===== src/rtl/ps2_host_tx.sv =====
// rtl/ps2_host_tx.sv - PS/2 host-to-device command byte transmitter
module ps2_host_tx #(
  parameter int INHIBIT_CYCLES = 5000,
  parameter int TIMEOUT_CYCLES = 1000000,
  parameter int FILTER_LEN     = 8
) (
  input  logic       i_clk,
  input  logic       i_reset,
  input  logic [7:0] i_tx_data,
  input  logic       i_tx_valid,
  output logic       o_tx_ready,
  input  logic       i_ps2_clk_in,
  input  logic       i_ps2_data_in,
  output logic       o_ps2_clk_oe,
  output logic       o_ps2_data_oe,
  output logic       o_tx_done,
  output logic       o_tx_error
);

  localparam int INH_W = $clog2(INHIBIT_CYCLES + 1);
  localparam int TMO_W = $clog2(TIMEOUT_CYCLES + 1);
  localparam int FLT_W = $clog2(FILTER_LEN + 1);

  typedef enum logic [2:0] {
    S_IDLE,
    S_INHIBIT,
    S_REQ,
    S_SEND,
    S_ACK,
    S_WAIT_IDLE
  } state_t;

  state_t             r_state;
  logic [1:0]         r_clk_sync;
  logic [1:0]         r_data_sync;
  logic               r_clk_filt;
  logic               r_clk_filt_d;
  logic [FLT_W-1:0]   r_filt_cnt;
  logic [7:0]         r_data;
  logic               r_parity;
  logic [3:0]         r_bit;
  logic [INH_W-1:0]   r_inh_cnt;
  logic [TMO_W-1:0]   r_tmo_cnt;
  logic               r_nack;

  logic               w_clk_s;
  logic               w_data_s;
  logic               w_fall;
  logic               w_in_xfer;
  logic               w_timeout;

  assign w_clk_s   = r_clk_sync[1];
  assign w_data_s  = r_data_sync[1];
  assign w_fall    = r_clk_filt_d & ~r_clk_filt;
  assign w_in_xfer = (r_state == S_REQ) || (r_state == S_SEND) ||
                     (r_state == S_ACK) || (r_state == S_WAIT_IDLE);
  assign w_timeout = (r_tmo_cnt == TMO_W'(TIMEOUT_CYCLES - 1));

  // Two-flop synchronizers for both sensed pins; idle lines read high
  always_ff @(posedge i_clk) begin
    if (i_reset) begin
      r_clk_sync  <= 2'b11;
      r_data_sync <= 2'b11;
    end else begin
      r_clk_sync  <= {r_clk_sync[0], i_ps2_clk_in};
      r_data_sync <= {r_data_sync[0], i_ps2_data_in};
    end
  end

  // Glitch filter: accept a new clock level only after FILTER_LEN equal samples
  always_ff @(posedge i_clk) begin
    if (i_reset) begin
      r_clk_filt   <= 1'b1;
      r_clk_filt_d <= 1'b1;
      r_filt_cnt   <= '0;
    end else begin
      r_clk_filt_d <= r_clk_filt;
      if (w_clk_s == r_clk_filt) begin
        r_filt_cnt <= '0;
      end else if (r_filt_cnt == FLT_W'(FILTER_LEN - 1)) begin
        r_clk_filt <= w_clk_s;
        r_filt_cnt <= '0;
      end else begin
        r_filt_cnt <= r_filt_cnt + FLT_W'(1);
      end
    end
  end

  // Transfer FSM: inhibit, request-to-send, shift out on falls, collect ack
  always_ff @(posedge i_clk) begin
    if (i_reset) begin
      r_state       <= S_IDLE;
      r_data        <= '0;
      r_parity      <= 1'b0;
      r_bit         <= '0;
      r_inh_cnt     <= '0;
      r_tmo_cnt     <= '0;
      r_nack        <= 1'b0;
      o_tx_ready    <= 1'b1;
      o_ps2_clk_oe  <= 1'b0;
      o_ps2_data_oe <= 1'b0;
      o_tx_done     <= 1'b0;
      o_tx_error    <= 1'b0;
    end else begin
      o_tx_done  <= 1'b0;
      o_tx_error <= 1'b0;
      if (w_in_xfer && w_timeout) begin
        // Device stopped clocking: give the bus back and report failure
        o_ps2_clk_oe  <= 1'b0;
        o_ps2_data_oe <= 1'b0;
        o_tx_error    <= 1'b1;
        o_tx_ready    <= 1'b1;
        r_state       <= S_IDLE;
      end else begin
        if (w_in_xfer) begin
          r_tmo_cnt <= r_tmo_cnt + TMO_W'(1);
        end
        case (r_state)
          S_IDLE: begin
            o_ps2_clk_oe  <= 1'b0;
            o_ps2_data_oe <= 1'b0;
            if (i_tx_valid && o_tx_ready) begin
              r_data       <= i_tx_data;
              r_parity     <= ~^i_tx_data;
              o_tx_ready   <= 1'b0;
              o_ps2_clk_oe <= 1'b1;
              r_inh_cnt    <= '0;
              r_state      <= S_INHIBIT;
            end
          end
          S_INHIBIT: begin
            if (r_inh_cnt == INH_W'(INHIBIT_CYCLES - 1)) begin
              o_ps2_clk_oe  <= 1'b0;
              o_ps2_data_oe <= 1'b1;
              r_tmo_cnt     <= '0;
              r_bit         <= '0;
              r_state       <= S_REQ;
            end else begin
              // Start bit goes down one cycle before the clock is released
              if (r_inh_cnt == INH_W'(INHIBIT_CYCLES - 2)) begin
                o_ps2_data_oe <= 1'b1;
              end
              r_inh_cnt <= r_inh_cnt + INH_W'(1);
            end
          end
          S_REQ: begin
            o_ps2_clk_oe  <= 1'b0;
            o_ps2_data_oe <= 1'b1;
            r_state       <= S_SEND;
          end
          S_SEND: begin
            if (w_fall) begin
              if (r_bit == 4'd9) begin
                o_ps2_data_oe <= 1'b0;
                r_state       <= S_ACK;
              end else if (r_bit == 4'd8) begin
                o_ps2_data_oe <= ~r_parity;
              end else begin
                o_ps2_data_oe <= ~r_data[r_bit[2:0]];
              end
              r_bit <= r_bit + 4'd1;
            end
          end
          S_ACK: begin
            if (w_fall) begin
              r_nack  <= w_data_s;
              r_state <= S_WAIT_IDLE;
            end
          end
          S_WAIT_IDLE: begin
            if (r_clk_filt && w_data_s) begin
              o_tx_done  <= ~r_nack;
              o_tx_error <= r_nack;
              o_tx_ready <= 1'b1;
              r_state    <= S_IDLE;
            end
          end
          default: begin
            o_ps2_clk_oe  <= 1'b0;
            o_ps2_data_oe <= 1'b0;
            o_tx_ready    <= 1'b1;
            r_state       <= S_IDLE;
          end
        endcase
      end
    end
  end

endmodule

===== config.mk =====
export PLATFORM = sky130hd
export DESIGN_NAME = ps2_host_tx
export DESIGN_NICKNAME = d
export VERILOG_FILES = /design/src/rtl/ps2_host_tx.sv
export SDC_FILE = /design/constraint.sdc
export NUM_CORES = 1
export LEC_CHECK = 0
export CORE_MARGIN = 2
export CORE_UTILIZATION = 40
export DETAILED_ROUTE_END_ITERATION = 10
export PLACE_DENSITY = 0.67
export SETUP_SLACK_MARGIN = 0.5
export SLEW_MARGIN = 20
export SYNTH_ARGS = -nofsm -noshare
export SYNTH_HDL_FRONTEND = slang
export SYNTH_SLANG_ARGS = --single-unit

===== constraint.sdc =====
create_clock -name i_clk -period 2.7 [get_ports i_clk]
set_input_delay 0.405 -clock i_clk [delete_from_list [all_inputs] [get_ports i_clk]]
set_output_delay 0.405 -clock i_clk [all_outputs]
set_load 0.01 [all_outputs]

==> impl_metrics.toml, run 1 <==
[routing]
vias = 2754
drtIter0Drc = 153
totalWireLength_mm = 6.89
via_per_inst = 5.48
drt.antenna.violating_nets = 0
drt_first_pass_iters = 4
drc = 0
avgRoutedWirePerCell_um = 13.7

[clock_network]
htreeDepth = 3
root_buffer = "clkbuf_8"
cts_tree = "built"
insertion_delay_ns = 0.34
cts_max_path_buffers = 2
numClockSinks = 65
path_clk_slew_ns = 0.07
numCtsBuffers = 9

[timing]
fmax_ghz = 0.507
fin_hold_ws_ns = 0.417
fin_crit_sh = 0.730
rsz0062_at_grt = "no"
fin_setup_tns_ns = 0
worstMarginPinSlew_ns = 0.569
finalClockSkew_ns = 0.00729
slew_headroom = 0.617
finalCriticalPeriod_ns = 1.97
finalHoldViolCount = 0
slew_violations = 0
setup-violations-final = 0

[worst_setup_path]
crit_fanout = 7
cpMaxStageDelayCell = "dfxtp_1"
end_kind = "flip-flop"
crit_arrival_ns = 2.20
cp_top_family = "simple AND/OR/NAND/NOR gates"
cpPeakStageDelay_ns = 0.43
path_buf_inv = 0
worst-setup-path-type = "reg -> reg"
worstPathCellList = "ha_2, nand4bb_1, nor4_4, nor2_2, nor3b_1, mux2_2"
worstPathRequired_ns = 2.93
start_kind = "flip-flop"

[global_route]
grt_util_all_layers = 0.171
grt_pass1_wl_mm = 11.9
grt_start_max_net_pins = 25
grt_pass1_vias = 2655
antenna_found_initial = 0
globalRouteOverflowTotal = 0

[min_path]
hold_class = "reg -> reg"

[floorplanning]
die_y_um = 93.5
dieArea_mm2 = 0.00874
core-area_mm2 = 0.00773
io_pins = 18
fp-row-count = 32
die_x_um = 93.5
start_util = 0.414

[logic_synthesis]
synth_flop_cell = "dfxtp_1"
netlist.area_leader.share = 0.406
postSynthCellCount = 374
ys_ff_latch = 65
synth.yosys.seq_area_share = 0.406
synth_top_cell_by_area = "dfxtp_1"
synth_nets = 394
synth_common_cells = "dfxtp_1 (65), nor2_1 (44), nand2_1 (32)"
netlist-cell-type-count = 54
yosysWarningCount = 0
async_flop_share = 0
syn_avg_cell_area_um2 = 8.56
synthTopCellsByArea = "dfxtp_1 (41%), xor2_1 (5.2%), nor2_1 (5.2%)"
syn_area_mm2 = 0.00320
synth_most_common_cell = "dfxtp_1"
synth-edff-count = 0

[status]
status = "finished clean"

[power_and_ir_drop]
p_total_uw = 2140
vdd_drop_max_uv = 310
leakagePower_uw = 0.00133
power-per-cell-area_mw_per_mm2 = 576

[cells_and_area]
nets = 417
area_growth_pct = 16.3
filler_cell_count = 748
instances_no_fill = 503
antennaDiodeCount = 0
post-route-util = 0.482
drive_above_1_share = 0.117

[flow_run]
drv_cap = 0

[placed_design]
hpwlAfterDp_mm = 4.90
dp.cells = 488
port_buffers = 17
routabilityCongestion = 0.866
## layout by cell type, fill, tap and decap left out, types with 5 or more instances in the layout
cell	synthesis	final
a31oi_1	5	5
dfxtp_1	65	64
clkbuf_8	0	13
nand2_1	32	32
nor3_1	6	6
clkdlybuf4s50_1	0	17
o31ai_1	5	5
a21oi_1	25	25
nor2_1	44	44
xnor2_1	14	14
xor2_1	19	19
buf_4	0	8
and3_1	10	10
nand3_1	20	20
o21ai_0	13	13
or2_2	5	5
nand4_1	13	13
ha_1	7	6
inv_1	13	13
or3_1	9	9
## report_power, final
group	internal, uW	total (uW)	leakage [uW]	switching, uW
combinational	104	239	0.000693	135
clock	521	879	0.000112	358
sequential	991	1030	0.000527	35.5
total	1620	2140	0.00133	528
## cells by family after synthesis
group / synth area share
xor gates and xnor gates: 0.0903
adders and majority gates: 0.0274
DFF: 0.406
buffers and inverters: 0.0324
AOI/OAI and AO/OA: 0.134
muxes: 0.0301
and+or+nand+nor: 0.279
## through the flow
stage	setup WS (ns)	cell area, um^2
4_1_cts	0.636	3720
6_report	0.728	3720
3_5_place_dp	0.462	3500
2_1_floorplan	0.906	3200
5_1_grt	0.548	3720
3_3_place_gp	0.490	3500
## registers in the layout, indices dropped and copies added (netlist names), 2 cells and up
| signal | flops |
|---|---|
| r_bit | 4 |
| r_clk_sync | 2 |
| r_tmo_cnt | 20 |
| r_state | 3 |
| r_data_sync | 2 |
| r_filt_cnt | 4 |
| r_data | 8 |
| r_inh_cnt | 13 |
## cell type report
type,count,area (um^2),share of cell area
Clock buffer,13,179,0.0481
Clock inverter,2,35.0,0.00941
Inverter,13,48.8,0.0131
Multi-Input combinational cell,283,1800,0.483
Sequential cell,65,1300,0.350
Tap cell,102,128,0.0343
Timing Repair Buffer,25,230,0.0618
## metal layers
metal / vias to the layer above / part of all wire / GRT usage
met1: 1294 / 0.45 / 0.210
met2: 61 / 0.49 / 0.288
li1: 1385 / - / -
met3: 14 / 0.037 / 0.0250
met4: 0 / 0.027 / 0.0944
met5: - / 0 / 0
## repair_timing
action                     CTS  global route
hold buffers                 0             0
resized for setup            0             2
setup buffers                0             0
setup endpoints to repair    0             7
## final timing paths
kind                      start       endpoint  slack (ns)  cells past startpoint
setup / recovery   r_inh_cnt[1]       r_bit[2]        0.73                      6
hold reg to reg   r_clk_sync[0]  r_clk_sync[1]        0.42                      1
hold / removal    r_clk_sync[0]  r_clk_sync[1]        0.42                      1
setup reg to reg   r_inh_cnt[1]       r_bit[2]        0.73                      6
Note: power is estimated with default switching activity, not from simulation.
==> run 2: changes to the inputs <==
- clock period: 2.7 -> 1.9 ns (I/O delays scaled with it)
==> run 2 against run 1 <==
Compared with the run above:
- the flow now finishes with violations (negative setup slack)
- utilization is 17 points higher
- total power is 68% higher
- cell area is 35% higher
- register-to-register slack worse by 0.74 ns
- global-route usage is 3.1 points higher
- clock power is 75% higher
- maximum frequency is 3.3% higher
- hold slack worse by 0.0035 ns
- combinational power grew to 2.6 times the previous value
- die area stayed put
- largest cell class unchanged
- highest routed layer unchanged
==> impl_metrics.toml, run 2 (synthesis results as in run 1) <==
[status]
status = "finished with violations"
violations = "negative setup slack"

[clock_network]
cts_tree = "built"
numClockSinks = 65
path_clk_slew_ns = 0.07
numCtsBuffers = 9
insertion_delay_ns = 0.35
hold_buffers = 0
cts_max_path_buffers = 2
htreeDepth = 3
root_buffer = "clkbuf_8"

[timing]
slew_violations = 0
setup_slack_ns = -0.00910
fin_crit_sh = 1.00
slew_headroom = 0.698
rsz0062_at_grt = "yes"
finalClockSkew_ns = 0.00956
fmax_ghz = 0.524
finalHoldViolCount = 0
finalCriticalPeriod_ns = 1.91
worstMarginPinSlew_ns = 0.451
setup-violations-final = 1
fin_setup_tns_ns = -0.00910

[cells_and_area]
drive_above_1_share = 0.469
area_growth_pct = 57.1
largest_reg_flops = 20
final_common_cell = "buf_4"
nets = 488
filler_cell_count = 548
most-common-layout-cells = "buf_4 (56), dfxtp_1 (42), nor2_1 (35)"
antennaDiodeCount = 0
top_regs = "r_tmo_cnt: 20 flops, r_inh_cnt: 13 flops, r_data: 8 flops"
largest_register = "r_tmo_cnt"
fin_area_mm2 = 0.00503

[placed_design]
routabilityCongestion = 0.838
port_buffers = 17
dpl-instance-area_mm2 = 0.00382
place_ws_ns = -0.0336
hpwlAfterDp_mm = 5.51

[worst_setup_path]
cp_top_family = "simple AND/OR/NAND/NOR gates"
end_kind = "flip-flop"
worstPathCellList = "nor4b_2, nand4_1, buf_6, o31ai_4, nor3b_2, mux2_4"
cpPeakStageDelay_ns = 0.36
worst-r2r-cell-count = 6
worstSetupPathDepth = 6
cpMaxStageDelayCell = "o31ai_4"
worst-setup-path-type = "reg -> reg"
crit_fanout = 6
path_buf_inv = 1
crit_arrival_ns = 2.14
r2r_slack_ns = -0.009
worstPathRequired_ns = 2.13
start_kind = "flip-flop"

[power_and_ir_drop]
power-per-cell-area_mw_per_mm2 = 718
vdd_drop_max_uv = 556
leakagePower_uw = 0.00187

[routing]
drt_first_pass_iters = 5
drc = 0
avgRoutedWirePerCell_um = 16.4
via_per_inst = 5.64
drt.antenna.violating_nets = 0
vias = 3241
totalWireLength_mm = 9.45
drtIter0Drc = 160

[floorplanning]
dieArea_mm2 = 0.00874
core-area_mm2 = 0.00773
fp-row-count = 32
die_x_um = 93.5
start_util = 0.414
io_pins = 18
die_y_um = 93.5

[min_path]
hold_class = "reg -> reg"
min_delay_path_depth = 1

[global_route]
grt_util_all_layers = 0.203
grt_start_max_net_pins = 17
globalRouteOverflowTotal = 0
grt_pass1_vias = 3032
grt_pass1_wl_mm = 14.1
antenna_found_initial = 0

[flow_run]
drv_cap = 0
[run 2: changes by cell type in the layout (fill, tap and decap cells not counted), sizes merged]
cell / previous run / this run
bufinv: 1 / 3
dlygate4sd2: 0 / 6
clkinvlp: 0 / 2
clkdlybuf4s50: 17 / 11
clkbuf: 13 / 11
buf: 8 / 78
[run 2: path summary, 6_finish.rpt]
check | start | end
setup reg to reg | r_tmo_cnt[8] | r_bit[2]
setup / recovery | r_tmo_cnt[8] | r_bit[2]
hold / removal | r_clk_sync[0] | r_clk_sync[1]
hold reg to reg | r_clk_sync[0] | r_clk_sync[1]
[run 2: what timing repair did]
action | in CTS | in global routing
endpoints found under the setup margin | 60 | 55
gates resized for setup | 65 | 94
pin swaps | 25 | 47
setup buffers | 14 | 25
gates cloned | 2 | 1
[run 2: worst reg2reg max path: stages, from the launching register on]
cell and delay (ns):
dfxtp_2 0.34, nor4b_2 0.30, nand4_1 0.21, buf_6 0.19, o31ai_4 0.37, nor3b_2 0.10, mux2_4 0.30
[run 2: stage by stage]
step | total power, uW | hold slack [ns] | utilization | cells
floorplan | 1730 | 0.389 | - | 374
global placement | 1890 | 0.394 | 0.495 | 517
detailed placement | 1900 | 0.399 | 0.495 | 517
CTS | 3490 | 0.421 | 0.573 | 549
global route | 3740 | 0.427 | 0.651 | 575
finish | 3610 | 0.414 | 0.651 | 575
[run 2: final cells by class]
cell class | count | area, um^2 | share of cell area
clock buffer | 10 | 149 | 0.0296
multi-input combinational | 283 | 2350 | 0.468
inverter | 13 | 52.6 | 0.0105
tap | 102 | 128 | 0.0254
sequential | 65 | 1350 | 0.268
clock inverter | 6 | 111 | 0.0221
timing repair buffer | 96 | 883 | 0.176
[run 2: metal layers]
metal | GRT usage | share of wire
met5 | 0 | 0
met4 | 0.0809 | 0.025
met1 | 0.241 | 0.41
met2 | 0.351 | 0.52
met3 | 0.0475 | 0.042
[run 2: power by group]
group / internal (uW) / switching, uW
clock network: 954 / 583
registers: 1410 / 49.9
logic: 299 / 317
==> run 3: changes to the inputs <==
- CORE_UTILIZATION: 40 -> 50
- PLACE_DENSITY: 0.67 -> 0.79
==> run 3 against run 2 <==
Compared with the run above:
- the run still ends with negative setup slack left
- total power fell by 3.2%
- die area shrank 19%
- clock power shrank 14%
- wire length up 32%
- critical path type unchanged
- sequential cell count did not move
- critical endpoint is now r_nack
==> impl_metrics.toml, run 3 (synthesis results as in run 1) <==
[placed_design]
hpwlAfterDp_mm = 5.29
port_buffers = 17
dp.cells = 492
routabilityCongestion = 0.871
dpl-instance-area_mm2 = 0.00382

[timing]
rsz0062_at_grt = "yes"
fmax_ghz = 0.516
finalClockSkew_ns = 0.0124
finalHoldViolCount = 0
slew_violations = 0
worstMarginPinSlew_ns = 0.488
slew_headroom = 0.672
setup_slack_ns = -0.0391
finalCriticalPeriod_ns = 1.94
fin_crit_sh = 1.02
setup-violations-final = 4

[worst_setup_path]
end_kind = "flip-flop"
cp_top_family = "simple AND/OR/NAND/NOR gates"
cpPeakStageDelay_ns = 0.34
r2r_slack_ns = -0.04
worstPathCellList = "nor4b_2, nand4_1, buf_12, buf_8, o2111ai_2, mux2i_1, nor2_1"
crit_fanout = 6
worstPathRequired_ns = 2.14
worst-setup-path-type = "reg -> reg"
start_kind = "flip-flop"
rr_startpoint = "r_tmo_cnt[7]"
crit_arrival_ns = 2.18
worstSetupPathDepth = 7
critPathLaunch = "r_tmo_cnt[7]"
cpMaxStageDelayCell = "dfxtp_2"
endpoint = "r_nack"
r2r_end = "r_nack"
path_buf_inv = 2
worst-r2r-cell-count = 7

[floorplanning]
core-area_mm2 = 0.00628
fp-row-count = 29
io_pins = 18
die_x_um = 84.0
dieArea_mm2 = 0.00706
start_util = 0.510
die_y_um = 84.0

[cells_and_area]
post-route-util = 0.802
fin_area_mm2 = 0.00503
antennaDiodeCount = 0
final_common_cell = "buf_4"
largest_reg_flops = 20
largest_register = "r_tmo_cnt"
drive_above_1_share = 0.464
area_growth_pct = 57.2
most-common-layout-cells = "buf_4 (47), dfxtp_1 (46), nor2_1 (32)"
instances_no_fill = 547
top_regs = "r_tmo_cnt: 20 flops, r_inh_cnt: 13 flops, r_data: 8 flops"
nets = 486

[clock_network]
numCtsBuffers = 9
insertion_delay_ns = 0.37
cts_tree = "built"
path_clk_slew_ns = 0.08
cts_max_path_buffers = 2
htreeDepth = 3
numClockSinks = 65
root_buffer = "clkbuf_8"

[routing]
drt.antenna.violating_nets = 0
drtIter0Drc = 443
via_per_inst = 6.62
drt_first_pass_iters = 5
avgRoutedWirePerCell_um = 22.8
vias = 3622
drc = 0
totalWireLength_mm = 12.5

[power_and_ir_drop]
p_total_uw = 3500
leakagePower_uw = 0.00184
p_int_uw = 2490
power_frac_seq = 0.417
clockPowerShare = 0.378
comb_power_share = 0.206
switchingPower_uw = 1010
power-per-cell-area_mw_per_mm2 = 694
p_sw_frac = 0.289
vdd_drop_max_uv = 637

[global_route]
globalRouteOverflowTotal = 0
grt_pass1_wl_mm = 14.0
grt_pass1_vias = 3031
grt_util_all_layers = 0.246
grt_start_max_net_pins = 21
antenna_found_initial = 0

[min_path]
min_delay_path_depth = 1
hold_class = "reg -> reg"

[status]
violations = "negative setup slack"
status = "finished with violations"

[flow_run]
drv_cap = 0
-- run 3: changes by cell type in the layout (fill, tap and decap cells not counted), moves of 4 or more --
cell / previous run / this run
buf_6: 16 / 20
clkbuf_8: 9 / 13
buf_4: 56 / 47
nand2_4: 8 / 1
nor2_2: 2 / 7
dfxtp_1: 42 / 46
nand2_1: 21 / 29
-- run 3: power by group through the flow --
| stage | clock network [uW] | logic (uW) | registers, uW |
|---|---|---|---|
| 2_1_floorplan | 0 | 252 | 1480 |
| 3_3_place_gp | 0 | 407 | 1480 |
| 3_5_place_dp | 0 | 412 | 1480 |
| 4_1_cts | 1270 | 468 | 1450 |
| 5_1_grt | 1350 | 749 | 1460 |
| 6_report | 1320 | 719 | 1460 |
-- run 3: routing by layer --
metal | track usage | part of all wire | vias to the layer above
li1 | - | - | 1524
met1 | 0.291 | 0.38 | 1738
met2 | 0.412 | 0.47 | 270
met3 | 0.0465 | 0.079 | 90
met4 | 0.145 | 0.069 | 0
met5 | 0 | 0 | -
-- run 3: worst min-delay path by stage --
stage                     slack [ns]        endpoint      startpoint
after floorplan                 0.39   r_clk_sync[0]    i_ps2_clk_in
after global placement          0.39  r_data_sync[1]  r_data_sync[0]
after global routing            0.45   r_clk_sync[1]   r_clk_sync[0]
after CTS                       0.41   r_clk_sync[1]   r_clk_sync[0]
final                           0.43   r_clk_sync[1]   r_clk_sync[0]
after detailed placement        0.40   r_clk_sync[1]   r_clk_sync[0]
-- run 3: layout make-up --
| class | count | area [um^2] |
|---|---|---|
| Multi-Input combinational cell | 283 | 2380 |
| Inverter | 13 | 52.6 |
| Clock inverter | 2 | 35.0 |
| Sequential cell | 65 | 1340 |
| Fill cell | 290 | 1240 |
| Clock buffer | 13 | 179 |
| Tap cell | 77 | 96.3 |
| Timing Repair Buffer | 94 | 952 |
-- run 3: what timing repair did --
action	CTS	global route
pin swaps	19	57
setup buffers	11	24
gates cloned	2	3
gates resized for setup	40	115
hold buffers	0	0
endpoints found under the setup margin	60	55
-- run 3: metrics by stage --
stage,setup TNS [ns],hold slack (ns),worst slack (ns)
finish,-0.115,0.426,-0.0391
global route,-0.218,0.452,-0.0590
CTS,0,0.413,0.0500
detailed placement,-0.142,0.397,-0.0479
global placement,0,0.393,0.000394
floorplan,0,0.389,0.172
